$ cat src/rtl/uart_pkg.sv
// Shared definitions for the UART: register offsets, CONF bit positions,
// AXI response codes and the state encoding used by both serial engines.
package uart_pkg;

  localparam int unsigned BYTE_W = 8;

  // Register offsets (byte addresses on the 3-bit AXI address)
  localparam logic [2:0] REG_DATA = 3'h0;
  localparam logic [2:0] REG_CONF = 3'h4;

  // CONF bit indices
  localparam int unsigned CONF_RX_INT_EN = 0;
  localparam int unsigned CONF_TX_INT_EN = 1;
  localparam int unsigned CONF_RX_FULL   = 2;
  localparam int unsigned CONF_RX_EMPTY  = 3;
  localparam int unsigned CONF_TX_FULL   = 4;
  localparam int unsigned CONF_TX_EMPTY  = 5;
  localparam int unsigned CONF_RX_ERR    = 31;

  // AXI response codes
  localparam logic [1:0] RESP_OKAY   = 2'b00;
  localparam logic [1:0] RESP_SLVERR = 2'b10;

  // Serial engine states (shared by TX and RX)
  typedef enum logic [1:0] {
    IDLE  = 2'd0,
    START = 2'd1,
    DATA  = 2'd2,
    STOP  = 2'd3
  } uart_state_e;

endpackage

$ cat src/rtl/uart_fifo.sv
// Synchronous byte FIFO with registered full/empty flags.
// Ports: clk, i_rst (sync, active-high), i_push/i_data write side,
//        i_pop/o_rd_data_c read side (head of queue, combinational),
//        o_full/o_empty occupancy flags.
module uart_fifo
  import uart_pkg::*;
#(
  parameter int unsigned DEPTH = 4
) (
  input  logic              clk,
  input  logic              i_rst,
  input  logic              i_push,
  input  logic [BYTE_W-1:0] i_data,
  input  logic              i_pop,
  output logic [BYTE_W-1:0] o_rd_data_c,
  output logic              o_full,
  output logic              o_empty
);

  localparam int unsigned PTR_W = (DEPTH > 1) ? $clog2(DEPTH) : 1;
  localparam int unsigned CNT_W = $clog2(DEPTH + 1);

  logic [BYTE_W-1:0] r_mem [DEPTH];
  logic [PTR_W-1:0]  r_wr_ptr;
  logic [PTR_W-1:0]  r_rd_ptr;
  logic [CNT_W-1:0]  r_count;
  logic [CNT_W-1:0]  w_count_nxt;
  logic              r_full;
  logic              r_empty;
  logic              w_do_push;
  logic              w_do_pop;

  // A pop frees a slot in the same cycle, so a push into a full FIFO succeeds alongside it
  assign w_do_pop  = i_pop & ~r_empty;
  assign w_do_push = i_push & (~r_full | w_do_pop);

  assign o_rd_data_c = r_mem[r_rd_ptr];
  assign o_full      = r_full;
  assign o_empty     = r_empty;

  // Pointer increment wrapping modulo DEPTH (DEPTH need not be a power of two)
  function automatic logic [PTR_W-1:0] ptr_inc(input logic [PTR_W-1:0] p);
    return (p == PTR_W'(DEPTH - 1)) ? '0 : p + PTR_W'(1);
  endfunction

  always_comb begin
    w_count_nxt = r_count;
    if (w_do_push & ~w_do_pop)      w_count_nxt = r_count + CNT_W'(1);
    else if (w_do_pop & ~w_do_push) w_count_nxt = r_count - CNT_W'(1);
  end

  always_ff @(posedge clk) begin
    if (i_rst) begin
      r_wr_ptr <= '0;
      r_rd_ptr <= '0;
      r_count  <= '0;
      r_full   <= 1'b0;
      r_empty  <= 1'b1;
    end else begin
      if (w_do_push) r_wr_ptr <= ptr_inc(r_wr_ptr);
      if (w_do_pop)  r_rd_ptr <= ptr_inc(r_rd_ptr);
      r_count <= w_count_nxt;
      r_full  <= (w_count_nxt == CNT_W'(DEPTH));
      r_empty <= (w_count_nxt == '0);
    end
  end

  // Storage carries no reset; validity is tracked by the pointers
  always_ff @(posedge clk) begin
    if (w_do_push) r_mem[r_wr_ptr] <= i_data;
  end

endmodule

$ cat src/rtl/uart.sv
// UART with AXI4-Lite register interface, 8N1 framing and TX/RX FIFOs.
// Ports: clk, rst (sync, active-high); rx/tx serial lines; rx_int/tx_int
//        interrupt requests; AXI4-Lite slave (aw/w/b/ar/r channels) exposing
//        DATA (0x0) and CONF (0x4).
module uart
  import uart_pkg::*;
#(
  parameter int unsigned WIDTH      = 32,
  parameter int unsigned BUS_CLK    = 8_000_000,
  parameter int unsigned BAUD       = 1_000_000,
  parameter int unsigned FIFO_DEPTH = 4
) (
  input  logic               clk,
  input  logic               rst,
  input  logic               rx,
  output logic               tx,
  output logic               rx_int,
  output logic               tx_int,
  input  logic               awvalid,
  output logic               awready,
  input  logic [2:0]         awaddr,
  input  logic [2:0]         awprot,
  input  logic               wvalid,
  output logic               wready,
  input  logic [WIDTH-1:0]   wdata,
  input  logic [WIDTH/8-1:0] wstrb,
  output logic               bvalid,
  input  logic               bready,
  output logic [1:0]         bresp,
  input  logic               arvalid,
  output logic               arready,
  input  logic [2:0]         araddr,
  input  logic [2:0]         arprot,
  output logic               rvalid,
  input  logic               rready,
  output logic [WIDTH-1:0]   rdata,
  output logic [1:0]         rresp
);

  localparam int unsigned DIV     = BUS_CLK / BAUD;
  localparam int unsigned CNT_W   = $clog2(DIV + 1);
  localparam int unsigned HALF_M1 = (DIV / 2 > 0) ? DIV / 2 - 1 : 0;

  // ---------------- FIFOs ----------------
  logic              w_tx_push, w_tx_pop, w_tx_full, w_tx_empty;
  logic              w_rx_push, w_rx_pop, w_rx_full, w_rx_empty;
  logic [BYTE_W-1:0] w_tx_dout, w_rx_dout;
  logic [BYTE_W-1:0] r_rx_shift;

  uart_fifo #(.DEPTH(FIFO_DEPTH)) u_tx_fifo (
    .clk(clk), .i_rst(rst), .i_push(w_tx_push), .i_data(wdata[BYTE_W-1:0]),
    .i_pop(w_tx_pop), .o_rd_data_c(w_tx_dout), .o_full(w_tx_full), .o_empty(w_tx_empty)
  );

  uart_fifo #(.DEPTH(FIFO_DEPTH)) u_rx_fifo (
    .clk(clk), .i_rst(rst), .i_push(w_rx_push), .i_data(r_rx_shift),
    .i_pop(w_rx_pop), .o_rd_data_c(w_rx_dout), .o_full(w_rx_full), .o_empty(w_rx_empty)
  );

  // ---------------- Register interface ----------------
  logic             r_awready, r_bvalid, r_arready, r_rvalid;
  logic [1:0]       r_bresp, r_rresp;
  logic [WIDTH-1:0] r_rdata, w_conf;
  logic             r_rx_int_en, r_tx_int_en, r_rx_err, w_rx_err_set;
  logic             r_rx_int, r_tx_int, r_tx;
  logic             w_wr_fire, w_rd_fire, w_unused;

  assign w_wr_fire = r_awready & awvalid & wvalid;
  assign w_rd_fire = arvalid & r_arready;
  assign w_tx_push = w_wr_fire & (awaddr == REG_DATA) & (~w_tx_full | w_tx_pop);
  assign w_rx_pop  = w_rd_fire & (araddr == REG_DATA);
  assign w_unused  = ^{awprot, arprot, wstrb, wdata};

  always_comb begin
    w_conf                 = '0;
    w_conf[CONF_RX_INT_EN] = r_rx_int_en;
    w_conf[CONF_TX_INT_EN] = r_tx_int_en;
    w_conf[CONF_RX_FULL]   = w_rx_full;
    w_conf[CONF_RX_EMPTY]  = w_rx_empty;
    w_conf[CONF_TX_FULL]   = w_tx_full;
    w_conf[CONF_TX_EMPTY]  = w_tx_empty;
    w_conf[CONF_RX_ERR]    = r_rx_err;
  end

  // Write channel: single-cycle aw/w acceptance, response held until bready
  always_ff @(posedge clk) begin
    if (rst) begin
      r_awready   <= 1'b0;
      r_bvalid    <= 1'b0;
      r_bresp     <= RESP_OKAY;
      r_rx_int_en <= 1'b0;
      r_tx_int_en <= 1'b0;
    end else begin
      r_awready <= awvalid & wvalid & ~r_bvalid & ~r_awready;
      if (w_wr_fire) begin
        r_bvalid <= 1'b1;
        case (awaddr)
          REG_DATA: r_bresp <= w_tx_push ? RESP_OKAY : RESP_SLVERR;
          REG_CONF: begin
            r_bresp     <= RESP_OKAY;
            r_rx_int_en <= wdata[CONF_RX_INT_EN];
            r_tx_int_en <= wdata[CONF_TX_INT_EN];
          end
          default:  r_bresp <= RESP_SLVERR;
        endcase
      end else if (r_bvalid & bready) begin
        r_bvalid <= 1'b0;
      end
    end
  end

  // Sticky receive error; a new error in the clearing cycle wins
  always_ff @(posedge clk) begin
    if (rst)                                                  r_rx_err <= 1'b0;
    else if (w_rx_err_set)                                    r_rx_err <= 1'b1;
    else if (w_wr_fire & (awaddr == REG_CONF) & wdata[CONF_RX_ERR]) r_rx_err <= 1'b0;
  end

  // Read channel: arready drops while a response is outstanding
  always_ff @(posedge clk) begin
    if (rst) begin
      r_arready <= 1'b0;
      r_rvalid  <= 1'b0;
      r_rdata   <= '0;
      r_rresp   <= RESP_OKAY;
    end else if (w_rd_fire) begin
      r_arready <= 1'b0;
      r_rvalid  <= 1'b1;
      case (araddr)
        REG_DATA: begin
          r_rdata <= w_rx_empty ? '0 : WIDTH'(w_rx_dout);
          r_rresp <= w_rx_empty ? RESP_SLVERR : RESP_OKAY;
        end
        REG_CONF: begin
          r_rdata <= w_conf;
          r_rresp <= RESP_OKAY;
        end
        default: begin
          r_rdata <= '0;
          r_rresp <= RESP_SLVERR;
        end
      endcase
    end else if (r_rvalid & rready) begin
      r_rvalid  <= 1'b0;
      r_arready <= 1'b1;
    end else if (~r_rvalid) begin
      r_arready <= 1'b1;
    end
  end

  always_ff @(posedge clk) begin
    if (rst) begin
      r_rx_int <= 1'b0;
      r_tx_int <= 1'b0;
    end else begin
      r_rx_int <= r_rx_int_en & ~w_rx_empty;
      r_tx_int <= r_tx_int_en & w_tx_empty;
    end
  end

  assign awready = r_awready;
  assign wready  = r_awready;
  assign bvalid  = r_bvalid;
  assign bresp   = r_bresp;
  assign arready = r_arready;
  assign rvalid  = r_rvalid;
  assign rdata   = r_rdata;
  assign rresp   = r_rresp;
  assign rx_int  = r_rx_int;
  assign tx_int  = r_tx_int;
  assign tx      = r_tx;

  // ---------------- Transmitter ----------------
  uart_state_e       r_tx_state, w_tx_state_nxt;
  logic [CNT_W-1:0]  r_tx_cnt, w_tx_cnt_nxt;
  logic [2:0]        r_tx_bit, w_tx_bit_nxt;
  logic [BYTE_W-1:0] r_tx_shift, w_tx_shift_nxt;
  logic              w_tx_nxt, w_tx_bit_done;

  assign w_tx_bit_done = (r_tx_cnt == CNT_W'(DIV - 1));

  always_ff @(posedge clk) begin
    if (rst) begin
      r_tx_state <= IDLE;
      r_tx_cnt   <= '0;
      r_tx_bit   <= '0;
      r_tx_shift <= '0;
      r_tx       <= 1'b1;
    end else begin
      r_tx_state <= w_tx_state_nxt;
      r_tx_cnt   <= w_tx_cnt_nxt;
      r_tx_bit   <= w_tx_bit_nxt;
      r_tx_shift <= w_tx_shift_nxt;
      r_tx       <= w_tx_nxt;
    end
  end

  // A new frame may start straight out of the stop bit to keep frames back-to-back
  always_comb begin
    w_tx_state_nxt = r_tx_state;
    w_tx_cnt_nxt   = r_tx_cnt + CNT_W'(1);
    w_tx_bit_nxt   = r_tx_bit;
    w_tx_shift_nxt = r_tx_shift;
    w_tx_nxt       = r_tx;
    w_tx_pop       = 1'b0;
    case (r_tx_state)
      IDLE: begin
        w_tx_cnt_nxt = '0;
        w_tx_nxt     = 1'b1;
        if (~w_tx_empty) begin
          w_tx_pop       = 1'b1;
          w_tx_shift_nxt = w_tx_dout;
          w_tx_state_nxt = START;
          w_tx_nxt       = 1'b0;
        end
      end
      START: if (w_tx_bit_done) begin
        w_tx_cnt_nxt   = '0;
        w_tx_bit_nxt   = '0;
        w_tx_state_nxt = DATA;
        w_tx_nxt       = r_tx_shift[0];
      end
      DATA: if (w_tx_bit_done) begin
        w_tx_cnt_nxt = '0;
        if (r_tx_bit == 3'd7) begin
          w_tx_state_nxt = STOP;
          w_tx_nxt       = 1'b1;
        end else begin
          w_tx_bit_nxt   = r_tx_bit + 3'd1;
          w_tx_shift_nxt = r_tx_shift >> 1;
          w_tx_nxt       = r_tx_shift[1];
        end
      end
      STOP: if (w_tx_bit_done) begin
        w_tx_cnt_nxt = '0;
        if (~w_tx_empty) begin
          w_tx_pop       = 1'b1;
          w_tx_shift_nxt = w_tx_dout;
          w_tx_state_nxt = START;
          w_tx_nxt       = 1'b0;
        end else begin
          w_tx_state_nxt = IDLE;
        end
      end
      default: w_tx_state_nxt = IDLE;
    endcase
  end

  // ---------------- Receiver ----------------
  uart_state_e       r_rx_state, w_rx_state_nxt;
  logic [CNT_W-1:0]  r_rx_cnt, w_rx_cnt_nxt;
  logic [2:0]        r_rx_bit, w_rx_bit_nxt;
  logic [BYTE_W-1:0] w_rx_shift_nxt;
  logic              r_rx_meta, r_rx_sync, r_rx_prev;
  logic              w_rx_frame_err, w_rx_bit_done;

  assign w_rx_bit_done = (r_rx_cnt == CNT_W'(DIV - 1));
  // Overflow only when no read frees a slot in the same cycle
  assign w_rx_err_set  = w_rx_frame_err | (w_rx_push & w_rx_full & ~w_rx_pop);

  always_ff @(posedge clk) begin
    if (rst) begin
      r_rx_meta  <= 1'b1;
      r_rx_sync  <= 1'b1;
      r_rx_prev  <= 1'b1;
      r_rx_state <= IDLE;
      r_rx_cnt   <= '0;
      r_rx_bit   <= '0;
      r_rx_shift <= '0;
    end else begin
      r_rx_meta  <= rx;
      r_rx_sync  <= r_rx_meta;
      r_rx_prev  <= r_rx_sync;
      r_rx_state <= w_rx_state_nxt;
      r_rx_cnt   <= w_rx_cnt_nxt;
      r_rx_bit   <= w_rx_bit_nxt;
      r_rx_shift <= w_rx_shift_nxt;
    end
  end

  // Start is confirmed half a bit after the edge; later samples land at bit centres
  always_comb begin
    w_rx_state_nxt = r_rx_state;
    w_rx_cnt_nxt   = r_rx_cnt + CNT_W'(1);
    w_rx_bit_nxt   = r_rx_bit;
    w_rx_shift_nxt = r_rx_shift;
    w_rx_push      = 1'b0;
    w_rx_frame_err = 1'b0;
    case (r_rx_state)
      IDLE: begin
        w_rx_cnt_nxt = '0;
        if (r_rx_prev & ~r_rx_sync) w_rx_state_nxt = START;
      end
      START: if (r_rx_cnt == CNT_W'(HALF_M1)) begin
        w_rx_cnt_nxt   = '0;
        w_rx_bit_nxt   = '0;
        w_rx_state_nxt = r_rx_sync ? IDLE : DATA;
      end
      DATA: if (w_rx_bit_done) begin
        w_rx_cnt_nxt   = '0;
        w_rx_shift_nxt = {r_rx_sync, r_rx_shift[BYTE_W-1:1]};
        w_rx_bit_nxt   = r_rx_bit + 3'd1;
        if (r_rx_bit == 3'd7) w_rx_state_nxt = STOP;
      end
      STOP: if (w_rx_bit_done) begin
        w_rx_cnt_nxt   = '0;
        w_rx_state_nxt = IDLE;
        w_rx_push      = r_rx_sync;
        w_rx_frame_err = ~r_rx_sync;
      end
      default: w_rx_state_nxt = IDLE;
    endcase
  end

endmodule

$ cat config.mk
export PLATFORM = sky130hd
export DESIGN_NAME = uart
export DESIGN_NICKNAME = d
export VERILOG_FILES = /design/src/rtl/uart_pkg.sv /design/src/rtl/uart_fifo.sv /design/src/rtl/uart.sv
export SDC_FILE = /design/constraint.sdc
export NUM_CORES = 1
export LEC_CHECK = 0
export CAP_MARGIN = 40
export CORE_MARGIN = 2
export CORE_UTILIZATION = 35
export CTS_CLUSTER_SIZE = 8
export DETAILED_ROUTE_END_ITERATION = 16
export PLACE_DENSITY = 0.65
export SYNTH_ARGS = -nofsm -noshare
export SYNTH_HDL_FRONTEND = slang
export SYNTH_HIERARCHICAL = 1
export SYNTH_SLANG_ARGS = --single-unit
$ cat constraint.sdc
create_clock -name clk -period 6.9 [get_ports clk]
set_clock_uncertainty 0.1 [all_clocks]
set_input_delay 1.38 -clock clk [delete_from_list [all_inputs] [get_ports clk]]
set_output_delay 1.38 -clock clk [all_outputs]
set_load 0.05 [all_outputs]
======== After elaboration in Yosys (flattened, before gate mapping) ========
Memories as Yosys holds them, arrays and structs flattened. A register that Yosys moved wholly into a read port is not among the register bits.
Cells that the tools add are included.
Widths: inputs -> output; s select.
word-level totals
  input bits .............................. 56
  bits in writable memories ............... 64
  logic and storage cells ................. 220
  memories ................................ 2
  register bits ........................... 101
  output and inout port bits .............. 44
operators by class
  bitwise operators ....................... 42
  eq/ne operators ......................... 32
  mux-type cells .......................... 75
  reductions and logical operators ........ 23
  $add $sub $neg .......................... 12
memory list
  memory           words  bits a word  rd ports  clocked after Yosys merged registers in  wr ports  RTL line         RTL
  u_rx_fifo.r_mem  4      8            1         1                                        1         uart_fifo.sv:23  logic [BYTE_W-1:0] r_mem [DEPTH];
  u_tx_fifo.r_mem  4      8            1         1                                        1         uart_fifo.sv:23
operator list
  operator             count
  $pmux 32 s2          1
  $mux 2               21
  $mux 8               5
  $mux 3               9
  $and 1x1->1          26
  $mux 1               25
  $ne 2x2->1 const B   12
  $pmux 8 s3           1
  $eq 3x3->1 const B   6
  $eq 2x2->1 const B   8
  $pmux 2 s4           2
  $add 3x1->3 const B  4
  $logic_not 3->1      4
  $mux 4               3
  $not 1->1            12
  $pmux 3 s2           2
  $pmux 4 s3           1
  $reduce_and 4->1     3
  $reduce_and 5->1     2
  $reduce_bool 2->1    5
  $add 2x1->2 const B  4
  $add 4x1->4 const B  2
  $eq 4x3->1 const B   2
  $pmux 2 s2           2
  other kinds (14)     22

======== Longest topological paths before layout ========
Gate-level depths: netlist of run 1.
  word-level depth ........................ 11
  mapped depth ............................ 10
  mapped depth without buffers ............ 10

======== Hierarchy ========
The synthesis of run 1 kept the hierarchy.
by module, submodules not included
  module                 cells an instance  times used  area an instance (um^2)  sequential area each (um^2)
  uart                   327                1           2949.1                   1161.1
  uart_fifo (u_rx_fifo)  106                1           1793.0                   1181.1
  uart_fifo (u_tx_fifo)  102                1           1747.9                   1181.1

======== Worst setup path after synthesis of run 1 ========
OpenSTA, ideal clock, no wires.
  path type ............................... input to register
  start point ............................. input araddr[0]
  end point ............................... memory u_rx_fifo.r_mem[3][0], enable pin
  arrival time ............................ 2.692 ns
  setup time .............................. 0.332 ns
  cell stages on the path ................. 7
  path buffers ............................ 2
  data required time ...................... 6.468 ns
  slack ................................... 3.777 ns
  path through ............................ nand4bb_1 clkbuf_1 nor2_1 nand2b_1 buf_6 a21boi_4 and2_1
between the ends
  cells in the longest elaborated chain, start to end .. 7
ends and longest elaborated chain
  item                          RTL line         RTL
  start: declaration            uart.sv:32       input logic [2:0] araddr,
  $logic_not 3->1               uart.sv:71       assign w_rx_pop = w_rd_fire & (araddr == REG_DATA);
  $and 1x1->1                   uart.sv:71
  via w_rx_pop                  uart.sv:46       logic w_rx_push, w_rx_pop, w_rx_full, w_rx_empty;
  $and 1x1->1                   uart_fifo.sv:34  assign w_do_pop = i_pop & ~r_empty;
  $or 1x1->1                    uart_fifo.sv:35  assign w_do_push = i_push & (~r_full | w_do_pop);
  $and 1x1->1                   uart_fifo.sv:35
  $mux 1                        uart_fifo.sv:70  if (w_do_push) r_mem[r_wr_ptr] <= i_data;
  $mux 1 (not written as such)  uart_fifo.sv:70
  end: declaration              uart_fifo.sv:23
The timed path passes the listed nets, and every way through them passes these cells.

======== Worst setup path after layout of run 1 ========
  start point ............................. input arvalid
  end point ............................... memory u_rx_fifo.r_mem[2][7], enable pin
between the ends
  cells in the longest elaborated chain, start to end .. 7
ends and longest elaborated chain
  item                          RTL line         RTL
  start: declaration            uart.sv:30       input logic arvalid,
  $and 1x1->1                   uart.sv:69       assign w_rd_fire = arvalid & r_arready;
  $and 1x1->1                   uart.sv:71
  via w_rx_pop                  uart.sv:46
  $and 1x1->1                   uart_fifo.sv:34
  $or 1x1->1                    uart_fifo.sv:35
  $and 1x1->1                   uart_fifo.sv:35
  $mux 1                        uart_fifo.sv:70
  $mux 1 (not written as such)  uart_fifo.sv:70
The timed path passes the listed nets, and every way through them passes these cells.

==> results of run 1 <==
stage by stage:
step / instances / power, mW / cell area, sq um / hold WS [ns]
final: 811 / 1.956 / 7498 / 0.3262
after global routing: 811 / 2.028 / 7498 / 0.3482
after floorplan: 559 / 1.066 / 6580 / 0.2895
after detailed placement: 779 / 1.098 / 6928 / 0.2942
after CTS: 811 / 1.975 / 7498 / 0.3261
after global placement: 779 / 1.091 / 6928 / 0.3028
cell usage after synthesis, types with 2 or more instances:
master	count	area, sq um
a22oi_1	4	30.03
nand2b_1	6	37.54
nor3_1	22	110.1
o2bb2ai_1	2	17.52
edfxtp_1	64	1922
xnor2_1	6	52.55
buf_4	27	202.7
and3_1	3	18.77
nor2_1	52	195.2
nor3b_1	6	45.04
a21oi_1	22	110.1
o21ai_0	10	50.05
clkbuf_8	3	41.29
mux4_2	16	360.4
clkbuf_1	10	37.54
a2111oi_0	2	17.52
dfxtp_1	80	1602
mux2i_1	18	180.2
buf_1	3	11.26
and2_1	13	81.33
nand4_1	3	18.77
or2_2	3	18.77
and2b_2	7	61.31
buf_2	5	25.02
nand3b_1	2	15.01
a31oi_1	2	12.51
buf_6	3	33.78
o31ai_1	3	22.52
a221oi_1	8	70.07
ha_1	26	325.3
xor2_1	2	17.52
nand3_1	7	35.03
a2bb2oi_1	5	43.79
a21o_1	3	22.52
nand2_1	18	67.56
nor2b_1	4	25.02
a211oi_1	6	45.04
inv_1	20	75.07
power breakdown:
group	switching [mW]	internal (mW)
Sequential	0.0144	0.899
Combinational	0.111	0.0564
Clock	0.343	0.532
Total	0.469	1.49
placed cells by master (no fill, tap or decap), types with 6 or more instances in the layout:
master and n:
o21ai_0 10, clkbuf_16 17, dfxtp_1 80, nand2_1 18, nor3_1 22, xnor2_1 6
edfxtp_1 64, nor2_1 52, mux4_2 16, nand2b_1 6, clkdlybuf4s50_1 40, and2b_2 7
mux2i_1 18, nand3_1 7, inv_1 20, nor3b_1 6, a211oi_1 6, a21oi_1 22
conb_1 25, and2_1 13, ha_1 26, a221oi_1 8
cell families after synthesis:
| group | share of synthesized area (%) |
|---|---|
| and+or+nand+nor | 14.46 |
| DFF | 54.29 |
| AOI/OAI and AO/OA | 9.833 |
| buffers and inverters | 6.690 |
| muxes | 8.329 |
| adders and majority gates | 5.013 |
| xor gates and xnor gates | 1.330 |
| other | 0.05778 |
sequential cells by signal, summed over array words and instances, names as in the netlist, 4 cells and up, named ones only:
signal,cells
u_rx_fifo/r_mem,32
u_tx_fifo/r_mem,32
rdata,9
r_rx_shift,8
r_tx_shift,8
r_rx_cnt,4
r_tx_cnt,4
critical path, cell delays in order:
cell and delay [ns]:
clkdlybuf4s50_1 0.49, nand4bb_1 0.48, nor2_1 0.44, nand2b_1 0.37, a21boi_4 0.36, and2_1 0.49
per-layer routing:
layer  routed length (um)  vias to the layer above
met2                 6203                       78
met3                  389                       12
li1                     -                     1969
met1                 5389                     1960
met5                    0                        -
met4                  191                        0
layout make-up:
cell class | instances | area [sq um] | share of cell area [%]
well taps | 229 | 286.5 | 3.821
flip-flops and latches | 144 | 3523 | 46.99
clock buffers | 19 | 432.9 | 5.773
inverters | 20 | 75.07 | 1.001
multi-input cells | 343 | 2623 | 34.97
clock inverters | 13 | 137.6 | 1.835
repair buffers | 43 | 420.4 | 5.607
how the worst min path moves through the flow:
stage                               startpoint                   end  slack [ns]  depth (start not counted)
after floorplan           r_rx_meta$_SDFF_PP1_  r_rx_sync$_SDFF_PP1_        0.29                          1
after global placement    r_rx_meta$_SDFF_PP1_  r_rx_sync$_SDFF_PP1_        0.30                          1
after detailed placement  r_rx_meta$_SDFF_PP1_  r_rx_sync$_SDFF_PP1_        0.29                          1
after CTS                 r_rx_meta$_SDFF_PP1_  r_rx_sync$_SDFF_PP1_        0.33                          1
after global routing      r_rx_meta$_SDFF_PP1_  r_rx_sync$_SDFF_PP1_        0.35                          1
final                     r_rx_meta$_SDFF_PP1_  r_rx_sync$_SDFF_PP1_        0.33                          1
==> results.yml, run 1 <==
drt:
  viasPerCell: 4.956
  first_iter_violations: 286
  drt_wl_total_mm: 12.17
  vias: 4019
  ant_nets: 0
  wl_per_cell_um: 15.01
  drc: 8
  dr.pass1.iters: 13
global_routing:
  grt_pass1_wl_mm: 19.80
  grt_use_met2_pct: 21.83
  grt_pass1_vias: 3879
  grt_most_used_layer: "met2"
  grt_usage_pct: 12.82
  grt-ovfl-total: 0
  globalRouteMet3Util_pct: 3.145
  antenna_found_initial: 0
  grt_max_degree: 69
  use_met1_pct: 15.90
clock_tree:
  cts_sinks: 144
  clkTransAtPathRegs_ns: 0.06
  cts_resized: 0
  clkLatencyLatePin_ns: 0.41
  clk_path_buf_depth: 2
  cts_root_buf: "clkbuf_16"
  post-cts-setup-buffers: 0
  h-tree-depth: 4
  cts_tree: "built"
  cts_buffers: 17
  cts_hold_buffers: 0
die:
  start_util_pct: 35.88
  num_rows: 49
  die_x_um: 140.2
  die_height_um: 140.2
  pin_count: 100
  coreArea_sq_mm: 0.01809
  dieArea_sq_mm: 0.01965
worst_setup_path:
  end_kind: "flip-flop"
  rrSetupSlack_ns: 3.80
  rr_worst_depth: 7
  worstSetupPathType: "in -> reg"
  arrival_ns: 4.02
  crit_path_end: "u_rx_fifo/r_mem[2][7]$_DFFE_PP_"
  start_kind: "input port"
  r2r_end: "u_tx_fifo/r_mem[0][0]$_DFFE_PP_"
  regToRegStartpoint: "r_tx_state[0]$_SDFFE_PP0P_"
  cp_data_required_time_ns: 6.85
  cp_max_fo: 11
  critical_path.startpoint: "arvalid"
yosys:
  yosys_warnings: 6
  yosysSeqAreaShare_pct: 54.29
  postSynthAreaPerCell_sq_um: 12.13
  synth_enable_flop_cells: 64
  ys_types: 77
  synthCells: 535
  synth_seq_cells: 144
  synth_ff_type: "dfxtp_1"
  netlist_area_sq_mm: 0.006490
  synth_async_sr_flop_share_pct: 0
placed_design:
  place_hpwl_mm: 8.325
  place_congestion: 0.7821
  post-place-ws_ns: 2.467
  port_buffers: 41
sta:
  final-max-slew-violation-count: 0
  fin_setup_tns_ns: 0
  setup-violations-final: 0
  finalHoldViolCount: 0
  max_slew.worst_pin.slew_ns: 0.8494
  min_period_over_period_pct: 59.10
  rsz0062_at_grt: "no"
  fmax_mhz: 245.2
  worst_slack_ns: 2.822
  min_period_ns: 4.078
  slew_headroom_pct: 43.37
layout:
  diodes: 0
  nFillCells: 1615
  finalCoreUtilization_pct: 41.46
  final_nets: 651
  area_growth_syn_to_layout_pct: 15.54
  layout-drive-gt1-share_pct: 12.89
pwr:
  ir_drop_uv: 166.3
  p_leak_nw: 2.640
  p_per_area_mw_per_mm2: 260.9
worst_hold_path:
  min_path_type: "reg -> reg"
status:
  violations: "DRC"
  status: "finished, violations left"
flow_run:
  drv_cap: 0
Power figures use the tool's default switching activity.
==> run 2, diff against run 1 <==
- PLACE_DENSITY: 0.65 -> 0.67
- clock period: 6.9 -> 3.75 ns (I/O delays scaled with it)
==> results.yml, run 2 (synthesis gave the netlist of run 1 again) <==
pwr:
  p_per_area_mw_per_mm2: 481.6
  switchingPower_mw: 0.9843
  ir_drop_uv: 344.9
  p_clk_share_pct: 45.2
  p_leak_nw: 2.664
  combPwrFrac_pct: 8.6
  p_seq_share_pct: 46.2
  cell_internal_pwr_mw: 2.652
  power.share.switching_pct: 27.07
layout:
  area_growth_syn_to_layout_pct: 16.33
  multi_input_area_sq_mm: 0.002623
  final_cell_mix: "80 x dfxtp_1, 64 x edfxtp_1, 52 x nor2_1, 40 x clkdlybuf4s50_1, 26 x ha_1"
  layout-drive-gt1-share_pct: 13.68
  post_layout_nonfiller_instances: 814
  diodes: 0
  nFillCells: 1617
  regArea_sq_mm: 0.003523
  final_nets: 654
  final_common_cell: "dfxtp_1"
sta:
  fmax_mhz: 328.1
  rsz0062_at_grt: "no"
  fin_setup_tns_ns: 0
  finalHoldViolCount: 0
  max_slew.worst_pin.slew_ns: 0.8646
  min_period_over_period_pct: 81.27
  setup-violations-final: 0
  min_period_ns: 3.048
  slew_headroom_pct: 42.36
  final-max-slew-violation-count: 0
global_routing:
  antenna_found_initial: 0
  grt_pass1_wl_mm: 20.23
  grt_pass1_vias: 4123
  grt-ovfl-total: 0
  grt_max_degree: 68
  grt_usage_pct: 13.05
placed_design:
  port_buffers: 41
  place_congestion: 0.7473
  dp.cells: 782
  place_hpwl_mm: 8.716
die:
  coreArea_sq_mm: 0.01809
  dieArea_sq_mm: 0.01965
  start_util_pct: 35.88
  die_height_um: 140.2
  die_x_um: 140.2
  num_rows: 49
  pin_count: 100
flow_run:
  drv_cap: 0
worst_setup_path:
  crit_path_end: "u_tx_fifo/r_mem[3][7]$_DFFE_PP_"
  rrSetupSlack_ns: 0.70
  rr_worst_depth: 7
  regToRegStartpoint: "r_tx_state[0]$_SDFFE_PP0P_"
  worstSetupPathType: "reg -> reg"
  cp_data_required_time_ns: 3.72
  start_kind: "flip-flop"
  r2r_end: "u_tx_fifo/r_mem[3][7]$_DFFE_PP_"
  end_kind: "flip-flop"
  arrival_ns: 3.01
  critical_path.startpoint: "r_tx_state[0]$_SDFFE_PP0P_"
  cp_max_fo: 8
drt:
  drt_wl_total_mm: 12.50
  wl_per_cell_um: 15.36
  dr.pass1.iters: 12
  first_iter_violations: 269
  drc: 6
  ant_nets: 0
  vias: 4089
  viasPerCell: 5.023
clock_tree:
  cts_sinks: 144
  cts_buffers: 17
  clkTransAtPathRegs_ns: 0.06
  cts_resized: 0
  clk_path_buf_depth: 2
  cts_root_buf: "clkbuf_16"
  cts_hold_buffers: 0
  cts_tree: "built"
  clkLatencyLatePin_ns: 0.42
  post-cts-setup-buffers: 0
  h-tree-depth: 4
worst_hold_path:
  min_path_type: "reg -> reg"
status:
  status: "finished, violations left"
  violations: "DRC"
run 2: cell types whose count changed in the layout (fill, tap and decap cells not counted), moves of 2 or more:
cell and delta:
buf_4 +3, clkinv_8 +5, clkinv_2 -4, clkbuf_1 -2
inv_8 +3, bufinv_16 -2
run 2: cell type report:
| class | count | area share, % |
|---|---|---|
| repair buffers | 46 | 5.867 |
| multi-input cells | 343 | 34.74 |
| well taps | 229 | 3.795 |
| flip-flops and latches | 144 | 46.67 |
| inverters | 20 | 0.9944 |
| clock inverters | 15 | 2.304 |
| clock buffers | 17 | 5.635 |
run 2: through the flow:
step	hold slack (ns)	cell area (sq um)	worst slack [ns]	total power [mW]	utilization, %
6_report	0.3156	7550	0.7025	3.636	41.74
5_1_grt	0.3417	7550	0.4407	3.760	41.74
4_1_cts	0.3194	7550	0.7024	3.665	41.74
3_5_place_dp	0.2985	6950	0.4407	2.026	38.43
3_3_place_gp	0.3070	6950	0.5538	2.009	38.43
2_1_floorplan	0.2895	6580	1.257	1.961	-
run 2: worst min-delay path by stage:
| stage | from | slack (ns) | end | cells after the start |
|---|---|---|---|---|
| floorplan | r_rx_meta$_SDFF_PP1_ | 0.29 | r_rx_sync$_SDFF_PP1_ | 1 |
| global placement | r_rx_meta$_SDFF_PP1_ | 0.31 | r_rx_sync$_SDFF_PP1_ | 1 |
| detailed placement | r_rx_meta$_SDFF_PP1_ | 0.30 | r_rx_sync$_SDFF_PP1_ | 1 |
| CTS | r_rx_meta$_SDFF_PP1_ | 0.32 | r_rx_sync$_SDFF_PP1_ | 1 |
| global route | r_rx_meta$_SDFF_PP1_ | 0.34 | r_rx_sync$_SDFF_PP1_ | 1 |
| finish | r_rx_meta$_SDFF_PP1_ | 0.32 | r_rx_sync$_SDFF_PP1_ | 1 |
run 2: critical path, cell delays in order (launching register included):
cell,delay (ns)
dfxtp_1,0.41
ha_1,0.33
and4b_2,0.28
o21ai_0,0.15
a21oi_1,0.22
nor2b_1,0.28
a21boi_1,0.45
and2_1,0.48
run 2: layer usage:
layer | vias up | global-route usage, % | share of wire, %
met1 | 2006 | 15.68 | 45
li1 | 1980 | - | -
met2 | 85 | 22.60 | 50
met5 | - | 0 | 0
met4 | 0 | 4.838 | 1.5
met3 | 18 | 3.350 | 3.3
run 2: power by group through the flow:
stage               clock [mW]  combinational [mW]  sequential [mW]
floorplan                    0               0.232             1.73
global placement             0               0.297             1.71
detailed placement           0               0.311             1.71
CTS                       1.67               0.313             1.68
global route              1.74               0.338             1.68
finish                    1.64               0.313             1.68
